<file path="src/rtl/fft_pkg.sv">
// Shared definitions for the FFT datapath blocks.
//   FFT_N_POINTS / FFT_DATA_W : default frame length and sample width.
//   bit_reverse()             : reverses the low 'width' bits of an index (width <= FFT_MAX_ADDR_W).
package fft_pkg;

  localparam int unsigned FFT_N_POINTS   = 32;
  localparam int unsigned FFT_DATA_W     = 11;
  localparam int unsigned FFT_MAX_ADDR_W = 10;  // supports frames up to 1024 points
  localparam int unsigned FFT_IDX_W      = 4;   // enough bits to index FFT_MAX_ADDR_W

  // Bits at and above 'width' in the result are zero.
  function automatic logic [FFT_MAX_ADDR_W-1:0] bit_reverse(
    input logic [FFT_MAX_ADDR_W-1:0] value,
    input int unsigned               width
  );
    logic [FFT_MAX_ADDR_W-1:0] result;
    result = '0;
    for (int unsigned i = 0; i < FFT_MAX_ADDR_W; i++) begin
      if (i < width) begin
        result[FFT_IDX_W'(i)] = value[FFT_IDX_W'(width - 1 - i)];
      end
    end
    return result;
  endfunction

endpackage

</file>
<file path="src/rtl/fft_frame_bank.sv">
// One frame bank of the bit-reverse buffer: sample storage, a full flag and the
// output-order mode latched for the frame it holds.
//   clk_i, rst_i     : clock, asynchronous active-high reset (flags only, not storage)
//   we_i             : write wr_data_i at wr_addr_i
//   mode_we_i/mode_i : latch the frame's output-order mode
//   set_full_i       : frame complete; clr_full_i : frame fully read out
//   rd_addr_i        : asynchronous read address -> rd_data_o
//   full_o, mode_o   : current flag and latched mode
module fft_frame_bank
  import fft_pkg::*;
#(
  parameter int unsigned DATA_W = FFT_DATA_W,
  parameter int unsigned ADDR_W = 5
) (
  input  logic              clk_i,
  input  logic              rst_i,
  input  logic              we_i,
  input  logic [ADDR_W-1:0] wr_addr_i,
  input  logic [DATA_W-1:0] wr_data_i,
  input  logic              mode_we_i,
  input  logic              mode_i,
  input  logic              set_full_i,
  input  logic              clr_full_i,
  input  logic [ADDR_W-1:0] rd_addr_i,
  output logic [DATA_W-1:0] rd_data_o,
  output logic              full_o,
  output logic              mode_o
);

  logic [DATA_W-1:0] mem_q [2**ADDR_W];
  logic              full_q, full_d;
  logic              mode_q, mode_d;

  // Storage is deliberately not reset; it is only read once full_q is set.
  always_ff @(posedge clk_i) begin
    if (we_i) begin
      mem_q[wr_addr_i] <= wr_data_i;
    end
  end

  // A bank is never written while full, so set and clear cannot coincide.
  always_comb begin
    full_d = full_q;
    mode_d = mode_q;
    if (set_full_i) begin
      full_d = 1'b1;
    end else if (clr_full_i) begin
      full_d = 1'b0;
    end
    if (mode_we_i) begin
      mode_d = mode_i;
    end
  end

  always_ff @(posedge clk_i or posedge rst_i) begin
    if (rst_i) begin
      full_q <= 1'b0;
      mode_q <= 1'b0;
    end else begin
      full_q <= full_d;
      mode_q <= mode_d;
    end
  end

  assign rd_data_o = mem_q[rd_addr_i];
  assign full_o    = full_q;
  assign mode_o    = mode_q;

endmodule

</file>
<file path="src/rtl/fft_bitrev_buffer.sv">
// Ping-pong frame buffer that reorders FFT samples into bit-reversed or natural order.
//   clk, rst     : clock, asynchronous active-high reset
//   valid_i      : data_i carries a natural-order sample; taken when ready_o is high
//   bitrev_i     : output-order mode, sampled on each frame's first sample
//   ready_o      : the current write bank has room
//   valid_o      : data_o carries an output beat; last_o marks the frame's final beat
//   out_ready_i  : downstream takes data_o this cycle
module fft_bitrev_buffer
  import fft_pkg::*;
#(
  parameter int unsigned N_POINTS = FFT_N_POINTS,
  parameter int unsigned DATA_W   = FFT_DATA_W,
  parameter int unsigned ADDR_W   = $clog2(N_POINTS)
) (
  input  logic              clk,
  input  logic              rst,
  input  logic              valid_i,
  input  logic [DATA_W-1:0] data_i,
  input  logic              bitrev_i,
  output logic              ready_o,
  output logic              valid_o,
  output logic [DATA_W-1:0] data_o,
  output logic              last_o,
  input  logic              out_ready_i
);

  localparam logic [ADDR_W-1:0] LastIdx = ADDR_W'(N_POINTS - 1);

  logic              wr_bank_q, wr_bank_d;
  logic [ADDR_W-1:0] wr_idx_q, wr_idx_d;
  logic              rd_bank_q, rd_bank_d;
  logic [ADDR_W-1:0] rd_idx_q, rd_idx_d;
  logic              valid_q, valid_d;
  logic              last_q, last_d;
  logic [DATA_W-1:0] data_q, data_d;

  logic [1:0]        full, mode, bank_we, mode_we, set_full, clr_full;
  logic [ADDR_W-1:0] rd_addr [2];
  logic [DATA_W-1:0] rd_data [2];

  logic              accept, wr_last, rd_done;
  logic              load, sel_bank;
  logic [ADDR_W-1:0] sel_beat, rev_beat;

  // Write side
  assign ready_o = ~full[wr_bank_q];
  assign accept  = valid_i & ready_o;
  assign wr_last = (wr_idx_q == LastIdx);

  assign bank_we  = {accept & wr_bank_q, accept & ~wr_bank_q};
  assign mode_we  = bank_we & {2{wr_idx_q == '0}};
  assign set_full = bank_we & {2{wr_last}};

  always_comb begin
    wr_idx_d  = wr_idx_q;
    wr_bank_d = wr_bank_q;
    if (accept) begin
      if (wr_last) begin
        wr_idx_d  = '0;
        wr_bank_d = ~wr_bank_q;
      end else begin
        wr_idx_d = wr_idx_q + 1'b1;
      end
    end
  end

  // Read side: banks fill and drain in the same alternating order, so when idle
  // rd_bank_q already names the next bank to read.
  assign rd_done  = valid_q & out_ready_i & last_q;
  assign clr_full = {rd_done & rd_bank_q, rd_done & ~rd_bank_q};

  always_comb begin
    valid_d   = valid_q;
    last_d    = last_q;
    rd_idx_d  = rd_idx_q;
    rd_bank_d = rd_bank_q;
    load      = 1'b0;
    sel_bank  = rd_bank_q;
    sel_beat  = rd_idx_q + 1'b1;
    if (!valid_q) begin
      if (full[rd_bank_q]) begin
        load     = 1'b1;
        sel_beat = '0;
      end
    end else if (out_ready_i) begin
      if (last_q) begin
        rd_bank_d = ~rd_bank_q;
        valid_d   = 1'b0;
        last_d    = 1'b0;
        // Chain straight into the other bank so back-to-back frames have no bubble.
        if (full[~rd_bank_q]) begin
          load     = 1'b1;
          sel_bank = ~rd_bank_q;
          sel_beat = '0;
        end
      end else begin
        load = 1'b1;
      end
    end
    if (load) begin
      valid_d  = 1'b1;
      rd_idx_d = sel_beat;
      last_d   = (sel_beat == LastIdx);
    end
  end

  // Each bank translates the beat index using its own latched mode.
  always_comb begin
    rev_beat   = ADDR_W'(bit_reverse(FFT_MAX_ADDR_W'(sel_beat), ADDR_W));
    rd_addr[0] = mode[0] ? rev_beat : sel_beat;
    rd_addr[1] = mode[1] ? rev_beat : sel_beat;
  end

  always_comb begin
    data_d = load ? rd_data[sel_bank] : data_q;
  end

  always_ff @(posedge clk or posedge rst) begin
    if (rst) begin
      wr_bank_q <= 1'b0;
      wr_idx_q  <= '0;
      rd_bank_q <= 1'b0;
      rd_idx_q  <= '0;
      valid_q   <= 1'b0;
      last_q    <= 1'b0;
      data_q    <= '0;
    end else begin
      wr_bank_q <= wr_bank_d;
      wr_idx_q  <= wr_idx_d;
      rd_bank_q <= rd_bank_d;
      rd_idx_q  <= rd_idx_d;
      valid_q   <= valid_d;
      last_q    <= last_d;
      data_q    <= data_d;
    end
  end

  for (genvar b = 0; b < 2; b++) begin : g_bank
    fft_frame_bank #(
      .DATA_W(DATA_W),
      .ADDR_W(ADDR_W)
    ) u_bank (
      .clk_i     (clk),
      .rst_i     (rst),
      .we_i      (bank_we[b]),
      .wr_addr_i (wr_idx_q),
      .wr_data_i (data_i),
      .mode_we_i (mode_we[b]),
      .mode_i    (bitrev_i),
      .set_full_i(set_full[b]),
      .clr_full_i(clr_full[b]),
      .rd_addr_i (rd_addr[b]),
      .rd_data_o (rd_data[b]),
      .full_o    (full[b]),
      .mode_o    (mode[b])
    );
  end

  assign valid_o = valid_q;
  assign last_o  = last_q;
  assign data_o  = data_q;

endmodule

</file>
<file path="config.mk">
export PLATFORM = sky130hd
export DESIGN_NAME = fft_bitrev_buffer
export DESIGN_NICKNAME = d
export VERILOG_FILES = /design/src/rtl/fft_pkg.sv /design/src/rtl/fft_frame_bank.sv /design/src/rtl/fft_bitrev_buffer.sv
export SDC_FILE = /design/constraint.sdc
export NUM_CORES = 1
export LEC_CHECK = 0
export CAP_MARGIN = 20
export CORE_UTILIZATION = 55
export DETAILED_ROUTE_END_ITERATION = 10
export PLACE_DENSITY = 0.68
export SLEW_MARGIN = 20
export SYNTH_ARGS = -nofsm -noshare
export SYNTH_HDL_FRONTEND = slang
export SYNTH_SLANG_ARGS = --single-unit
export TNS_END_PERCENT = 1
</file>
<file path="constraint.sdc">
create_clock -name clk -period 4.41 [get_ports clk]
set_input_delay 0.441 -clock clk [delete_from_list [all_inputs] [get_ports clk]]
set_output_delay 0.441 -clock clk [all_outputs]
set_load 0.02 [all_outputs]
</file>
==> impl_metrics.json, run 1 <==
{
  "initial_core_util": 0.562,
  "synthFlopType": "edfxtp_1",
  "vias": 18200,
  "core.rowCount": 84,
  "fin_nets": 2129,
  "pre_cts_ws_ps": 304,
  "tightestPinTransition_ps": 1040,
  "cts_root_buffer": "clkbuf_16",
  "grt_overflow_total": 0,
  "grt_pass1_wl_um": 115000,
  "wirelength_um": 77400,
  "yosysWarnings": 0,
  "crit_path_start_kind": "flip-flop",
  "grt_max_degree": 93,
  "hold_violations": 0,
  "fmax_mhz": 241,
  "finalSetupTns_ps": 0,
  "clk_path_buf_depth": 3,
  "syn_area_per_cell_um2": 15.0,
  "maxCapViolations": 0,
  "cts.clk_slew.worst_paths_ps": 60,
  "wl_per_cell_um": 27.1,
  "cts_tree": "built",
  "cp_max_fo": 34,
  "clock_skew_ps": 22.1,
  "syn_area_mm2": 0.0297,
  "crit_type": "reg2reg",
  "synth_edf_count": 704,
  "fp.dieH_um": 235,
  "via_per_inst": 6.39,
  "status": "finished, final reports clean",
  "slew_viol_final": 0,
  "drc": 0,
  "power_density_mw_per_mm2": 724,
  "setup_viol": 0,
  "die_w_um": 235,
  "port_buffers": 29,
  "p_leak_nw": 11.8,
  "fp.dieArea_mm2": 0.0550,
  "post-cts-setup-buffers": 0,
  "antenna_found_initial": 2,
  "synth.distinct_cells": 76,
  "core_area_mm2": 0.0530,
  "cts-htree-levels": 3,
  "relSlewSlack": 0.303,
  "fillers": 3772,
  "ys_ff_latch": 733,
  "diodes": 0,
  "setup_slack_ps": 268,
  "vdd_drop_max_v": 0.000504,
  "numCtsBuffers": 73,
  "hpwl_um": 48100,
  "grt_usage": 0.289,
  "end_kind": "flip-flop",
  "drtIter0Drc": 2257,
  "postCtsHoldBufs": 0,
  "drive_above_1_share": 0.127,
  "clk_latency_ps": 620,
  "synth-async-reset-ratio": 0.0396,
  "cts_sinks": 733,
  "synth_seq_area_share": 0.735,
  "synth_nets": 2008,
  "ant_nets": 0,
  "area_growth_syn_to_layout_pct": 14.1,
  "rsz0062_at_grt": "no",
  "gp_congestion": 0.918,
  "ios": 30,
  "grt_pass1_vias": 17500,
  "first_pass_iters": 6,
  "period_minus_slack_ps": 4140,
  "crit_arrival_ps": 4600,
  "synth_cells": 1986,
  "period_share": 0.939,
  "hp-class": "in2async",
  "ctsResizeCount": 0,
  "critPathRequiredTime_ps": 4870
}
worst max-delay path, stage by stage (launching register included):
cell and delay, ps:
dfrtp_1 650, ha_1 340, nand3_2 160, xnor2_4 290, o211ai_4 830, buf_12 320, mux2i_1 220, o22ai_1 150
nor4_1 570, a211o_1 270, o311ai_1 130
layer usage:
metal | routed length [um] | GRT usage | part of all wire
met1 | 31200 | 0.405 | 0.40
met2 | 36600 | 0.452 | 0.47
met3 | 6510 | 0.0532 | 0.084
met4 | 3190 | 0.114 | 0.041
met5 | 13 | 0 | 0.00017
cell usage after synthesis (all sizes together) (5+ instances only):
| library cell | number | share of area |
|---|---|---|
| o41ai | 8 | 0.0024 |
| nor4 | 20 | 0.0042 |
| edfxtp | 704 | 0.71 |
| and3 | 7 | 0.0016 |
| a32oi | 5 | 0.0015 |
| nand4 | 5 | 0.0011 |
| o221ai | 21 | 0.0064 |
| a211oi | 34 | 0.0087 |
| ha | 6 | 0.0025 |
| dfrtp | 29 | 0.024 |
| nor3 | 11 | 0.0019 |
| buf | 63 | 0.011 |
| mux2i | 216 | 0.074 |
| nand2 | 285 | 0.036 |
| o311ai | 10 | 0.0029 |
| clkbuf | 45 | 0.0057 |
| nand3 | 26 | 0.0045 |
| a221oi | 9 | 0.0026 |
| o211ai | 7 | 0.0021 |
| or3 | 6 | 0.0013 |
| a22o | 5 | 0.0015 |
| o22ai | 54 | 0.012 |
| or4 | 9 | 0.0023 |
| o21ai | 60 | 0.010 |
| a31oi | 23 | 0.0048 |
| inv | 23 | 0.0029 |
| a2111oi | 21 | 0.0074 |
| a21oi | 106 | 0.018 |
| a211o | 10 | 0.0029 |
| nor2 | 88 | 0.011 |
| xnor2 | 6 | 0.0033 |
| a22oi | 12 | 0.0030 |
registers in the layout, indices dropped and copies added (netlist names):
signal and count:
g_bank.u_bank.full_o 2, last_o 1, wr_bank_q 1, rd_idx_q 5, valid_o 1, wr_idx_q 5
rd_bank_q 1, data_o 11, g_bank.u_bank.mode_o 2, g_bank.u_bank.mem_q 704
report_power, final:
group,total [mW],switching [mW],internal (mW)
clock,6.52,2.58,3.94
sequential,8.23,0.256,7.97
combinational,9.84,6.46,3.38
metrics by stage:
step           area (um2)  cells   util  power, mW  hold slack, ps
6_report            33900   2853  0.641       24.6             247
3_5_place_dp        31400   2720  0.593       18.1             520
2_1_floorplan       29700   1986      -       14.4             476
5_1_grt             33900   2853  0.641       25.5             272
4_1_cts             33900   2853  0.641       24.6             244
3_3_place_gp        31400   2720  0.593       18.0             515
final cells by class:
class	count	area [um2]	share of cell area
Sequential cell	733	21900	0.644
Multi-Input combinational cell	1121	7390	0.218
Clock buffer	100	2070	0.0611
Timing Repair Buffer	154	1230	0.0362
Tap cell	688	861	0.0254
Clock inverter	33	442	0.0130
Inverter	24	90.1	0.00265
cell usage in the layout, fill, tap and decap left out, types with 20 or more instances in the layout:
master	netlist	routed
nor2_1	88	84
mux2i_1	214	214
inv_1	22	22
nand3_1	25	25
nand2_1	285	285
a211oi_1	33	30
a21oi_1	105	104
o21ai_0	51	50
nor4_1	20	20
o22ai_1	53	53
clkbuf_16	0	77
dfrtp_1	29	29
a31oi_1	23	23
edfxtp_1	704	704
buf_4	5	123
o221ai_1	20	20
cells by family (layout without fill, tap and decap cells):
| group | Yosys count | in the layout | synth area share |
|---|---|---|---|
| xor gates and xnor gates | 7 | 7 | 0.00358 |
| and+or+nand+nor | 476 | 476 | 0.0683 |
| muxes | 221 | 221 | 0.0762 |
| buffers and inverters | 132 | 311 | 0.0202 |
| DFF | 733 | 733 | 0.735 |
| adders and majority gates | 6 | 6 | 0.00252 |
| AOI/OAI and AO/OA | 411 | 411 | 0.0942 |
path summary, 6_finish.rpt:
kind / depth (start not counted) / end / slack (ps) / startpoint
worst max-delay path: 10 / data_o[8]$_DFFE_PP0P_ / 270 / rd_idx_q[0]$_DFFE_PP0P_
worst min register to register: 2 / rd_idx_q[1]$_DFFE_PP0P_ / 540 / rd_idx_q[1]$_DFFE_PP0P_
max in group asynchronous: 3 / data_o[7]$_DFFE_PP0P_ / 3780 / rst
worst min-delay path: 3 / wr_idx_q[2]$_DFFE_PP0P_ / 250 / rst
worst max register to register: 10 / data_o[8]$_DFFE_PP0P_ / 270 / rd_idx_q[0]$_DFFE_PP0P_
min in group clk: 1 / g_bank[1].u_bank.mem_q[0][6]$_DFFE_PP_ / 420 / data_i[6]
(Power assumes the default switching activity.)
==> inputs of run 2 (changes only) <==
--- a/config.mk
+++ b/config.mk
@@ -5,6 +5,7 @@
 export SDC_FILE = /design/constraint.sdc
 export NUM_CORES = 1
 export LEC_CHECK = 0
+export ABC_CLOCK_PERIOD_IN_PS = 4410
 export CAP_MARGIN = 20
 export CORE_UTILIZATION = 55
 export DETAILED_ROUTE_END_ITERATION = 10
==> constraint.sdc (replaced) <==
create_clock -name clk -period 4.41 [get_ports clk]
set_input_delay 1.323 -clock clk [delete_from_list [all_inputs] [get_ports clk]]
set_output_delay 1.323 -clock clk [all_outputs]
set_load 0.02 [all_outputs]
==> impl_metrics.json, run 2 (same netlist as run 1, synthesis figures left out) <==
{
  "status": "finished, final reports clean",
  "use_met1": 0.415,
  "antenna_found_initial": 1,
  "maxCapViolations": 0,
  "gr-usage-met3": 0.0419,
  "largest_reg_flops": 704,
  "drtIter0Drc": 2337,
  "core_area_mm2": 0.0530,
  "final_cell_area_mm2": 0.0347,
  "port_buffers": 29,
  "area_growth_syn_to_layout_pct": 16.5,
  "crit_type": "in2reg",
  "postCtsHoldBufs": 0,
  "gp_congestion": 0.981,
  "fmax_mhz": 236,
  "dpl_cell_area_mm2": 0.0324,
  "numCtsBuffers": 73,
  "p_leak_nw": 12.3,
  "vias": 18700,
  "final_common_cell": "edfxtp_1",
  "placed_cells": 2824,
  "diodes": 0,
  "rsz0062_at_grt": "no",
  "critPathRequiredTime_ps": 4870,
  "regArea_mm2": 0.0219,
  "via_per_inst": 6.34,
  "worstReg2RegEnd": "data_o[6]$_DFFE_PP0P_",
  "grt_pass1_vias": 18300,
  "core.rowCount": 84,
  "wl_per_cell_um": 27.4,
  "period_share": 0.961,
  "grt_usage": 0.301,
  "clk_path_buf_depth": 3,
  "fp.dieArea_mm2": 0.0550,
  "clk_latency_ps": 620,
  "timing.rr.start": "rd_idx_q[2]$_DFFE_PP0P_",
  "crit_path_start_kind": "input pin",
  "multiInputGateArea_mm2": 0.00737,
  "die_w_um": 235,
  "grt_max_degree": 65,
  "post-cts-setup-buffers": 0,
  "wirelength_um": 80800,
  "initial_core_util": 0.562,
  "period_minus_slack_ps": 4240,
  "worstSetupEndpoint": "data_o[6]$_DFFE_PP0P_",
  "slew_viol_final": 0,
  "startpoint": "out_ready_i",
  "hold_violations": 0,
  "regMostFlops": "g_bank.u_bank.mem_q",
  "power_density_mw_per_mm2": 739,
  "first_pass_iters": 6,
  "end_kind": "flip-flop",
  "crit_arrival_ps": 4700,
  "cp_max_fo": 11,
  "ios": 30,
  "hp-class": "reg2reg",
  "reg2reg_depth": 11,
  "cts.clk_slew.worst_paths_ps": 60,
  "fin_nets": 2233,
  "tightestPinTransition_ps": 1090,
  "fillers": 3755,
  "cts_tree": "built",
  "instances_no_fill": 2948,
  "relSlewSlack": 0.270,
  "cts_sinks": 733,
  "rrSetupSlack_ps": 430,
  "grt_overflow_total": 0,
  "grt_pass1_wl_um": 119000,
  "hpwl_um": 53600,
  "grt_util_met2": 0.487,
  "clock_skew_ps": 25.0,
  "cts-htree-levels": 3,
  "cts_root_buffer": "clkbuf_16",
  "min-delay-start": "rd_idx_q[1]$_DFFE_PP0P_",
  "drive_above_1_share": 0.161,
  "final_cell_mix": "edfxtp_1 (704), nand2_1 (285), mux2i_1 (214)",
  "vdd_drop_max_v": 0.000473,
  "drc": 0,
  "ctsResizeCount": 0,
  "ant_nets": 0,
  "fp.dieH_um": 235,
  "grt-busiest-layer": "met2",
  "setup_viol": 0
}
## run 2: cell types whose count changed in the layout (fill, tap and decap cells not counted), sizes merged
cell      delta
clkinvlp     -3
inv          -1
clkinv       +2
bufinv       -4
buf        +104
clkbuf       -3
## run 2: cell type report
cell class,count,area share
well taps,688,0.0248
clock inverters,27,0.00910
flip-flops and latches,733,0.631
clock buffers,97,0.0574
multi-input cells,1121,0.213
repair buffers,258,0.0626
inverters,24,0.00260
## run 2: worst min path at each step
stage                              endpoint  depth (start not counted)
floorplan           rd_idx_q[1]$_DFFE_PP0P_                          2
global placement    rd_idx_q[1]$_DFFE_PP0P_                          2
detailed placement  rd_idx_q[1]$_DFFE_PP0P_                          2
CTS                 rd_idx_q[1]$_DFFE_PP0P_                          2
global route        rd_idx_q[1]$_DFFE_PP0P_                          2
finish              rd_idx_q[1]$_DFFE_PP0P_                          2
## run 2: power breakdown
part / internal [mW] / leakage, nW / switching, mW / total (mW)
clock network: 3.57 / 1.12 / 2.52 / 6.09
registers: 7.97 / 6.69 / 0.263 / 8.23
logic: 4.44 / 4.48 / 6.84 / 11.3
## run 2: through the flow
step           hold slack, ps  total power [mW]  TNS [ps]  setup slack [ps]   util
6_report                  521              25.6         0               171  0.654
2_1_floorplan             476              14.4         0               985      -
4_1_cts                   520              25.6         0               291  0.654
3_3_place_gp              492              19.4     -1850              -304  0.611
3_5_place_dp              508              19.5     -1870              -316  0.611
5_1_grt                   555              26.5         0               220  0.654
## run 2: worst max-delay path, cell delays in order
cell             delay (ps)
clkdlybuf4s50_1         460
nand3_1                 240
o22ai_4                 120
buf_12                  170
a211oi_4                520
buf_4                   350
buf_4                   180
a22oi_1                  80
a22o_1                  210
nor4_1                  870
o311ai_1                160
## run 2: metal layers
metal  vias up  routed length [um]
met2       881               39000
met5         -                   8
met1      9453               33100
met4         2                2830
li1       8205                   -
met3       153                5880
